### src/rtl/nc_frac_decimator.sv
// Averaging decimator for the MASH o_frac stream: flush a settling interval, then sum 2^P_WIN_LOG2 samples.
// Optional NC_DEC_RANGE_EN adds min/max tracking and an out-of-range sticky flag over the window.
module nc_frac_decimator #(
    parameter int unsigned P_WIN_LOG2 = 10,
    parameter int unsigned P_FLUSH    = 16,
    parameter int unsigned P_SUM_W    = P_WIN_LOG2 + 4
) (
    input  logic                      i_clk,
    input  logic                      i_rst,
    input  logic [3:0]                i_frac,
    input  logic                      i_valid,
    input  logic                      i_start,
    output logic                      o_busy,
    output logic                      o_done,
    output logic signed [P_SUM_W-1:0] o_sum
`ifdef NC_DEC_RANGE_EN
    ,
    output logic signed [3:0]         o_min,
    output logic signed [3:0]         o_max,
    output logic                      o_range_err
`endif
);

    // Counter must reach both the flush length and the window length
    localparam int unsigned CNT_W = (P_WIN_LOG2 + 1 > 8) ? P_WIN_LOG2 + 1 : 8;
    localparam logic [CNT_W-1:0] FLUSH_LAST = (P_FLUSH > 0) ? CNT_W'(P_FLUSH - 1) : '0;
    localparam logic [CNT_W-1:0] WIN_LAST   = CNT_W'((1 << P_WIN_LOG2) - 1);

    typedef enum logic [1:0] {
        S_IDLE,
        S_FLUSH,
        S_ACCUM
    } state_t;

    state_t                     state_q, state_d;
    logic [CNT_W-1:0]           cnt_q, cnt_d;
    logic signed [P_SUM_W-1:0]  acc_q, acc_d;
    logic signed [P_SUM_W-1:0]  sum_d;
    logic signed [P_SUM_W-1:0]  sample;
    logic                       busy_d;
    logic                       done_d;

    assign sample = {{(P_SUM_W-4){i_frac[3]}}, i_frac};

`ifdef NC_DEC_RANGE_EN
    localparam logic signed [3:0] MIN_INIT = 4'sb0111;
    localparam logic signed [3:0] MAX_INIT = 4'sb1000;
    localparam logic signed [3:0] LEGAL_LO = 4'sb1101;
    localparam logic signed [3:0] LEGAL_HI = 4'sb0100;

    logic signed [3:0] frac_s;
    logic signed [3:0] min_d, max_d;
    logic              err_d;

    assign frac_s = $signed(i_frac);
`endif

    // Next-state, datapath and output decode
    always_comb begin
        state_d = state_q;
        cnt_d   = cnt_q;
        acc_d   = acc_q;
        sum_d   = o_sum;
        done_d  = 1'b0;
`ifdef NC_DEC_RANGE_EN
        min_d   = o_min;
        max_d   = o_max;
        err_d   = o_range_err;
`endif
        unique case (state_q)
            S_IDLE: begin
                if (i_start) begin
                    cnt_d   = '0;
                    acc_d   = '0;
                    state_d = (P_FLUSH > 0) ? S_FLUSH : S_ACCUM;
`ifdef NC_DEC_RANGE_EN
                    min_d   = MIN_INIT;
                    max_d   = MAX_INIT;
                    err_d   = 1'b0;
`endif
                end
            end
            S_FLUSH: begin
                if (i_valid) begin
                    if (cnt_q == FLUSH_LAST) begin
                        cnt_d   = '0;
                        state_d = S_ACCUM;
                    end else begin
                        cnt_d = cnt_q + CNT_W'(1);
                    end
                end
            end
            S_ACCUM: begin
                if (i_valid) begin
                    acc_d = acc_q + sample;
`ifdef NC_DEC_RANGE_EN
                    if (frac_s < o_min) min_d = frac_s;
                    if (frac_s > o_max) max_d = frac_s;
                    if ((frac_s < LEGAL_LO) || (frac_s > LEGAL_HI)) err_d = 1'b1;
`endif
                    if (cnt_q == WIN_LAST) begin
                        sum_d   = acc_q + sample;
                        done_d  = 1'b1;
                        state_d = S_IDLE;
                    end else begin
                        cnt_d = cnt_q + CNT_W'(1);
                    end
                end
            end
            default: state_d = S_IDLE;
        endcase
        busy_d = (state_d != S_IDLE);
    end

    // State and output registers
    always_ff @(posedge i_clk) begin
        if (i_rst) begin
            state_q <= S_IDLE;
            cnt_q   <= '0;
            acc_q   <= '0;
            o_busy  <= 1'b0;
            o_done  <= 1'b0;
            o_sum   <= '0;
        end else begin
            state_q <= state_d;
            cnt_q   <= cnt_d;
            acc_q   <= acc_d;
            o_busy  <= busy_d;
            o_done  <= done_d;
            o_sum   <= sum_d;
        end
    end

`ifdef NC_DEC_RANGE_EN
    always_ff @(posedge i_clk) begin
        if (i_rst) begin
            o_min       <= MIN_INIT;
            o_max       <= MAX_INIT;
            o_range_err <= 1'b0;
        end else begin
            o_min       <= min_d;
            o_max       <= max_d;
            o_range_err <= err_d;
        end
    end
`endif

endmodule

### config.mk
export PLATFORM = sky130hd
export DESIGN_NAME = nc_frac_decimator
export DESIGN_NICKNAME = d
export VERILOG_FILES = /design/src/rtl/nc_frac_decimator.sv
export SDC_FILE = /design/constraint.sdc
export NUM_CORES = 1
export LEC_CHECK = 0
export ABC_AREA = 0
export BUFFER_PORTS_ARGS = -buffer_cell sky130_fd_sc_hd__buf_2
export CORE_ASPECT_RATIO = 0.6
export CORE_MARGIN = 3
export CORE_UTILIZATION = 52
export DETAILED_ROUTE_END_ITERATION = 12
export PLACE_DENSITY = 0.71
export SLEW_MARGIN = 40
export SYNTH_ARGS = -nofsm -noshare
export SYNTH_HDL_FRONTEND = slang
export SYNTH_SLANG_ARGS = --single-unit
### constraint.sdc
create_clock -name i_clk -period 5.05 [get_ports i_clk]
set_input_delay 0.505 -clock i_clk [delete_from_list [all_inputs] [get_ports i_clk]]
set_output_delay 0.505 -clock i_clk [all_outputs]
set_load 0.01 [all_outputs]
Word-level counts from Yosys, hierarchy flattened --
Index checks and enable logic that the tools add are counted.
Word-level totals: output and inout bits 16, bits of input ports 8, register bits 43, logic and storage cells 42
Cells by class: $add $sub $neg 2, multiplexer cells 16, equality and inequality tests 8, bitwise gates (word level) 2, reduce and logical (&&, ||, !) cells 8
Operator list (number):
- $mux W11 | 5
- $pmux W11 S3 | 1
- $mux W14 | 2
- $pmux W14 S2 | 1
- $add A14 B4 Y14 | 1
- $add A11 B1 Y11 const B | 1
- $eq A11 B10 Y1 const B | 1
- $eq A11 B4 Y1 const B | 1
- $mux W2 | 5
- $ne A2 B2 Y1 const B | 4
- $pmux W2 S3 | 1
- $reduce_and A3 Y1 | 2
- $reduce_and A5 Y1 | 1
- $reduce_bool A2 Y1 | 2
- $reduce_bool A3 Y1 | 1
- $reduce_or A3 Y1 | 1
- $eq A2 B1 Y1 const B | 1
- $eq A2 B2 Y1 const B | 1
- $logic_not A2 Y1 | 1
- $not A1 Y1 | 2
- $mux W1 | 1

Longest topological paths before layout --
depth after elaboration 5, mapped depth 9

Worst setup path after synthesis --
No wires, ideal clock.
path kind input to register, from in i_frac[3], to reg acc_q[13], path buffers 0, stages 7, slack 2.656 ns, arrival time 2.301 ns, library setup time 0.093 ns, data required time 4.957 ns, cell sequence ha_1 and2_4 and4_1 a31o_2 or4_4 and2_1 o311ai_2
Between the ends: longest elaborated chain between the ends 3
Ends and longest elaborated chain:
- start: declaration | RTL line 10 | input logic [3:0] i_frac,
- $add A14 B4 Y14 | RTL line 95 | acc_d = acc_q + sample;
- $mux W14 | RTL line 94 | if (i_valid) begin
- $pmux W14 S2 | RTL line 70 | unique case (state_q)
- end signal: assignment | RTL line 120 | acc_q <= '0;
- end signal: assignment | RTL line 127 | acc_q <= acc_d;
- end: declaration | RTL line 37 | logic signed [P_SUM_W-1:0] acc_q, acc_d;
No other way between the ends. The select of a mux whose other input is x is not followed. A chain may end at the register's enable or synchronous reset.

Worst setup path in the final report --
from reg cnt_q[0], to reg o_sum[10]
Between the ends: longest elaborated chain between the ends 2
Ends and longest elaborated chain:
- start: declaration | RTL line 36 | logic [CNT_W-1:0] cnt_q, cnt_d;
- start signal: assignment | RTL line 126 | cnt_q <= cnt_d;
- $eq A11 B10 Y1 | RTL line 101 | if (cnt_q == WIN_LAST) begin
- $reduce_and A3 Y1 (no line)
- end signal: assignment | RTL line 130 | o_sum <= sum_d;
- end: declaration | RTL line 15 | output logic signed [P_SUM_W-1:0] o_sum
No other way between the ends.

==> results.sh <==
export IMPL_seqCellArea_um2=861
export IMPL_layout_nets=363
export IMPL_synth_cell_types=54
export IMPL_holdPathEnd="o_sum[7]$_SDFFE_PP0P_"
export IMPL_vias=2425
export IMPL_cts_buffers_inserted=5
export IMPL_worstMarginPinSlew_ns=0.714
export IMPL_finalNonFillerCells=399
export IMPL_cts_resized=0
export IMPL_holdBufCountCts=0
export IMPL_layout_drive_gt1_share_pct=12.8
export IMPL_clock_fmax_mhz=353
export IMPL_placed_cell_area_um2=2740
export IMPL_yosysWarnings=0
export IMPL_wirelength_met1_um=3540
export IMPL_top_layer_used="met4"
export IMPL_power_total_mw=0.692
export IMPL_grtUsageTotal_pct=22.8
export IMPL_synth_area_um2=2590
export IMPL_holdPathStages=2
export IMPL_dr_wl_met2_um=2300
export IMPL_fin_crit_sh_pct=56.1
export IMPL_synthCells=316
export IMPL_drv_cap=0
export IMPL_ff2ff_path_depth=6
export IMPL_globalplace_congestion=0.952
export IMPL_ir_drop_v=0.000146
export IMPL_die_width_um=97.2
export IMPL_critPathKind="reg -> reg"
export IMPL_crit_buf_inv=0
export IMPL_synth_edff_count=0
export IMPL_dp_hpwl_um=4700
export IMPL_dp_cells=391
export IMPL_tritoncts="built"
export IMPL_drc=0
export IMPL_netlist_area_leader_share_pct=33.2
export IMPL_routed_via_density=6.08
export IMPL_dr_first_iter_drc_count=136
export IMPL_grt_pass1_wl_um=10600
export IMPL_grt_pass1_vias=2109
export IMPL_period_minus_slack_ns=2.83
export IMPL_min_path_type="reg -> reg"
export IMPL_antenna_found_initial=0
export IMPL_rrSetupSlack_ns=2.22
export IMPL_min_delay_start="o_sum[7]$_SDFFE_PP0P_"
export IMPL_io_buffers=23
export IMPL_die_y_um=60.7
export IMPL_crit_path_end_kind="register"
export IMPL_dr_pass1_iters=4
export IMPL_synthesis_nets=344
export IMPL_multi_input_area_um2=1660
export IMPL_yosysTopAreaCell="dfxtp_1"
export IMPL_cts_num_sinks=43
export IMPL_cts_root_buf="clkbuf_8"
export IMPL_synthToLayoutAreaGrowth_pct=10.5
export IMPL_fillers=438
export IMPL_yosysSeqAreaShare_pct=33.2
export IMPL_htreeDepth=2
export IMPL_num_io_pins=24
export IMPL_syn_avg_cell_area_um2=8.20
export IMPL_r2r_end="o_sum[10]$_SDFFE_PP0P_"
export IMPL_antenna_left=0
export IMPL_core_area_um2=4680
export IMPL_post_route_cell_area_um2=2870
export IMPL_routed_wl_um=6410
export IMPL_relSlewSlack_pct=52.4
export IMPL_worst_ep_arrival_time_ns=3.02
export IMPL_wire_per_inst_um=16.1
export IMPL_critPathRequiredTime_ns=5.24
export IMPL_start_kind="register"
export IMPL_timing_setup_tns_ns=0
export IMPL_core_rowCount=19
export IMPL_diodes=0
export IMPL_cpLargestDelayFamily="simple AND/OR/NAND/NOR gates"
export IMPL_grt_max_degree=38
export IMPL_setup_viol=0
export IMPL_status="finished clean"
export IMPL_worstReg2RegStart="cnt_q[0]$_SDFFE_PP0P_"
export IMPL_ys_async_sr_fraction_pct=0
export IMPL_wl_met3_um=520
export IMPL_synth_area_leaders="dfxtp_1, ha_1, nand2_1, nor2_1, a21oi_1"
export IMPL_rsz0062_at_grt="no"
export IMPL_final_hold_viol_count=0
export IMPL_start_util_pct=55.4
export IMPL_clkSlewWorstSetupHoldPaths_ns=0.08
export IMPL_slowest_delay_ns=0.66
export IMPL_crit_start="cnt_q[0]$_SDFFE_PP0P_"
export IMPL_grt_remaining_overflow=0
export IMPL_p_leak_nw=1.19
export IMPL_cp_slowest_cell="or4_1"
export IMPL_clockBufferDepth=2
export IMPL_cp_max_fo=17
export IMPL_die_area_um2=5900
export IMPL_crit_chain="ha_1 -> nand3_2 -> nor4_4 -> nand3_1 -> or4_1 -> o311ai_0"
export IMPL_post_cts_buffers=0
export IMPL_skew_ns=0.00486
export IMPL_holdWs_ns=0.459
export IMPL_synth_ff_type="dfxtp_1"
export IMPL_ys_ff_latch=43
export IMPL_clock_latency_ns=0.30
export IMPL_power_density_nw_per_um2=242
export IMPL_slew_violations=0
[how the worst max path moves through the flow]
stage | slack, ns | depth (start not counted) | end
4_1_cts | 2.26 | 6 | o_sum[10]$_SDFFE_PP0P_
5_1_grt | 1.93 | 6 | o_sum[10]$_SDFFE_PP0P_
2_1_floorplan | 2.66 | 7 | acc_q[13]$_SDFFE_PP0P_
3_5_place_dp | 2.29 | 6 | o_sum[10]$_SDFFE_PP0P_
3_3_place_gp | 2.33 | 8 | o_sum[11]$_SDFFE_PP0P_
6_report | 2.22 | 6 | o_sum[10]$_SDFFE_PP0P_
[sequential cells by signal (all words and copies together) (netlist names)]
register,cells
acc_q,14
o_sum,14
cnt_q,11
state_q,2
o_busy,1
o_done,1
[worst min-delay path: stages (launching register included)]
cell and delay [ns]:
dfxtp_1 0.31, nand2_1 0.05, a21oi_1 0.05
[cell usage after synthesis, types with 3 or more instances]
| library cell | instances |
|---|---|
| and3_1 | 3 |
| o41a_1 | 3 |
| or2_2 | 3 |
| and2_1 | 4 |
| a31oi_1 | 7 |
| o21a_1 | 3 |
| xor2_1 | 5 |
| clkbuf_1 | 6 |
| nor3_1 | 12 |
| a21oi_1 | 18 |
| xnor2_1 | 3 |
| nand3_1 | 10 |
| or3_1 | 3 |
| dfxtp_1 | 43 |
| nand4_1 | 4 |
| nor2_1 | 31 |
| o21ai_0 | 15 |
| ha_1 | 19 |
| nor2b_1 | 3 |
| nand3b_1 | 4 |
| nand2_1 | 40 |
| inv_1 | 8 |
| a22oi_1 | 8 |
| nand2b_1 | 7 |
| a21o_1 | 11 |
| a211oi_1 | 5 |
[kinds of logic (layout without fill, tap and decap cells)]
logic type	Yosys count	after routing	share of synthesized area (%)
XOR/XNOR	8	8	2.70
adder cells (fa/ha/maj)	20	20	9.94
buffers and inverters	19	39	3.14
AO/OA/AOI/OAI	91	91	24.8
AND/OR/NAND/NOR	135	135	26.3
flip-flops	43	43	33.2
[power by group]
group,internal [mW],switching (mW),leakage [nW],total (mW)
Clock,0.160,0.125,0.0612,0.285
Sequential,0.340,0.00144,0.347,0.342
Combinational,0.0214,0.0436,0.783,0.0651
Total,0.522,0.170,1.19,0.692
[per-layer routing]
metal  up-vias  global-route usage, %
met3         7                   6.54
met2        85                   28.8
met1      1128                   36.4
met4         0                   5.40
li1       1205                      -
met5         -                      0
[metrics by stage]
step	setup slack, ns	util [%]
floorplan	2.66	-
global placement	2.33	58.4
detailed placement	2.29	58.4
CTS	2.26	60.9
global route	1.93	61.2
finish	2.22	61.2
[placed cells by master (no fill, tap or decap), types with 2 or more instances in the layout]
master and n:
a211oi_1 5, a21o_1 11, a21oi_1 18, a221oi_1 2, a22oi_1 8, a31oi_1 7, a32o_1 2, and2_1 4
and3_1 3, and4_1 2, buf_2 23, clkbuf_8 6, dfxtp_1 43, ha_1 19, inv_1 8, nand2_1 40
nand2b_1 7, nand3_1 10, nand3b_1 4, nand4_1 4, nor2_1 31, nor2b_1 3, nor3_1 12, nor4_1 2
o21a_1 3, o21ai_0 15, o21ai_2 2, o311ai_0 2, o31ai_1 2, o41a_1 3, or2_2 3, or3_1 3
or4_1 2, xnor2_1 3, xor2_1 5
[layout make-up]
class,count,share of cell area (%)
multi-input combinational,254,58.0
sequential,43,30.0
timing repair buffer,23,4.02
clock buffer,6,2.88
tap,63,2.75
clock inverter,2,1.22
inverter,8,1.05
Note: power is estimated with default switching activity, not from simulation.
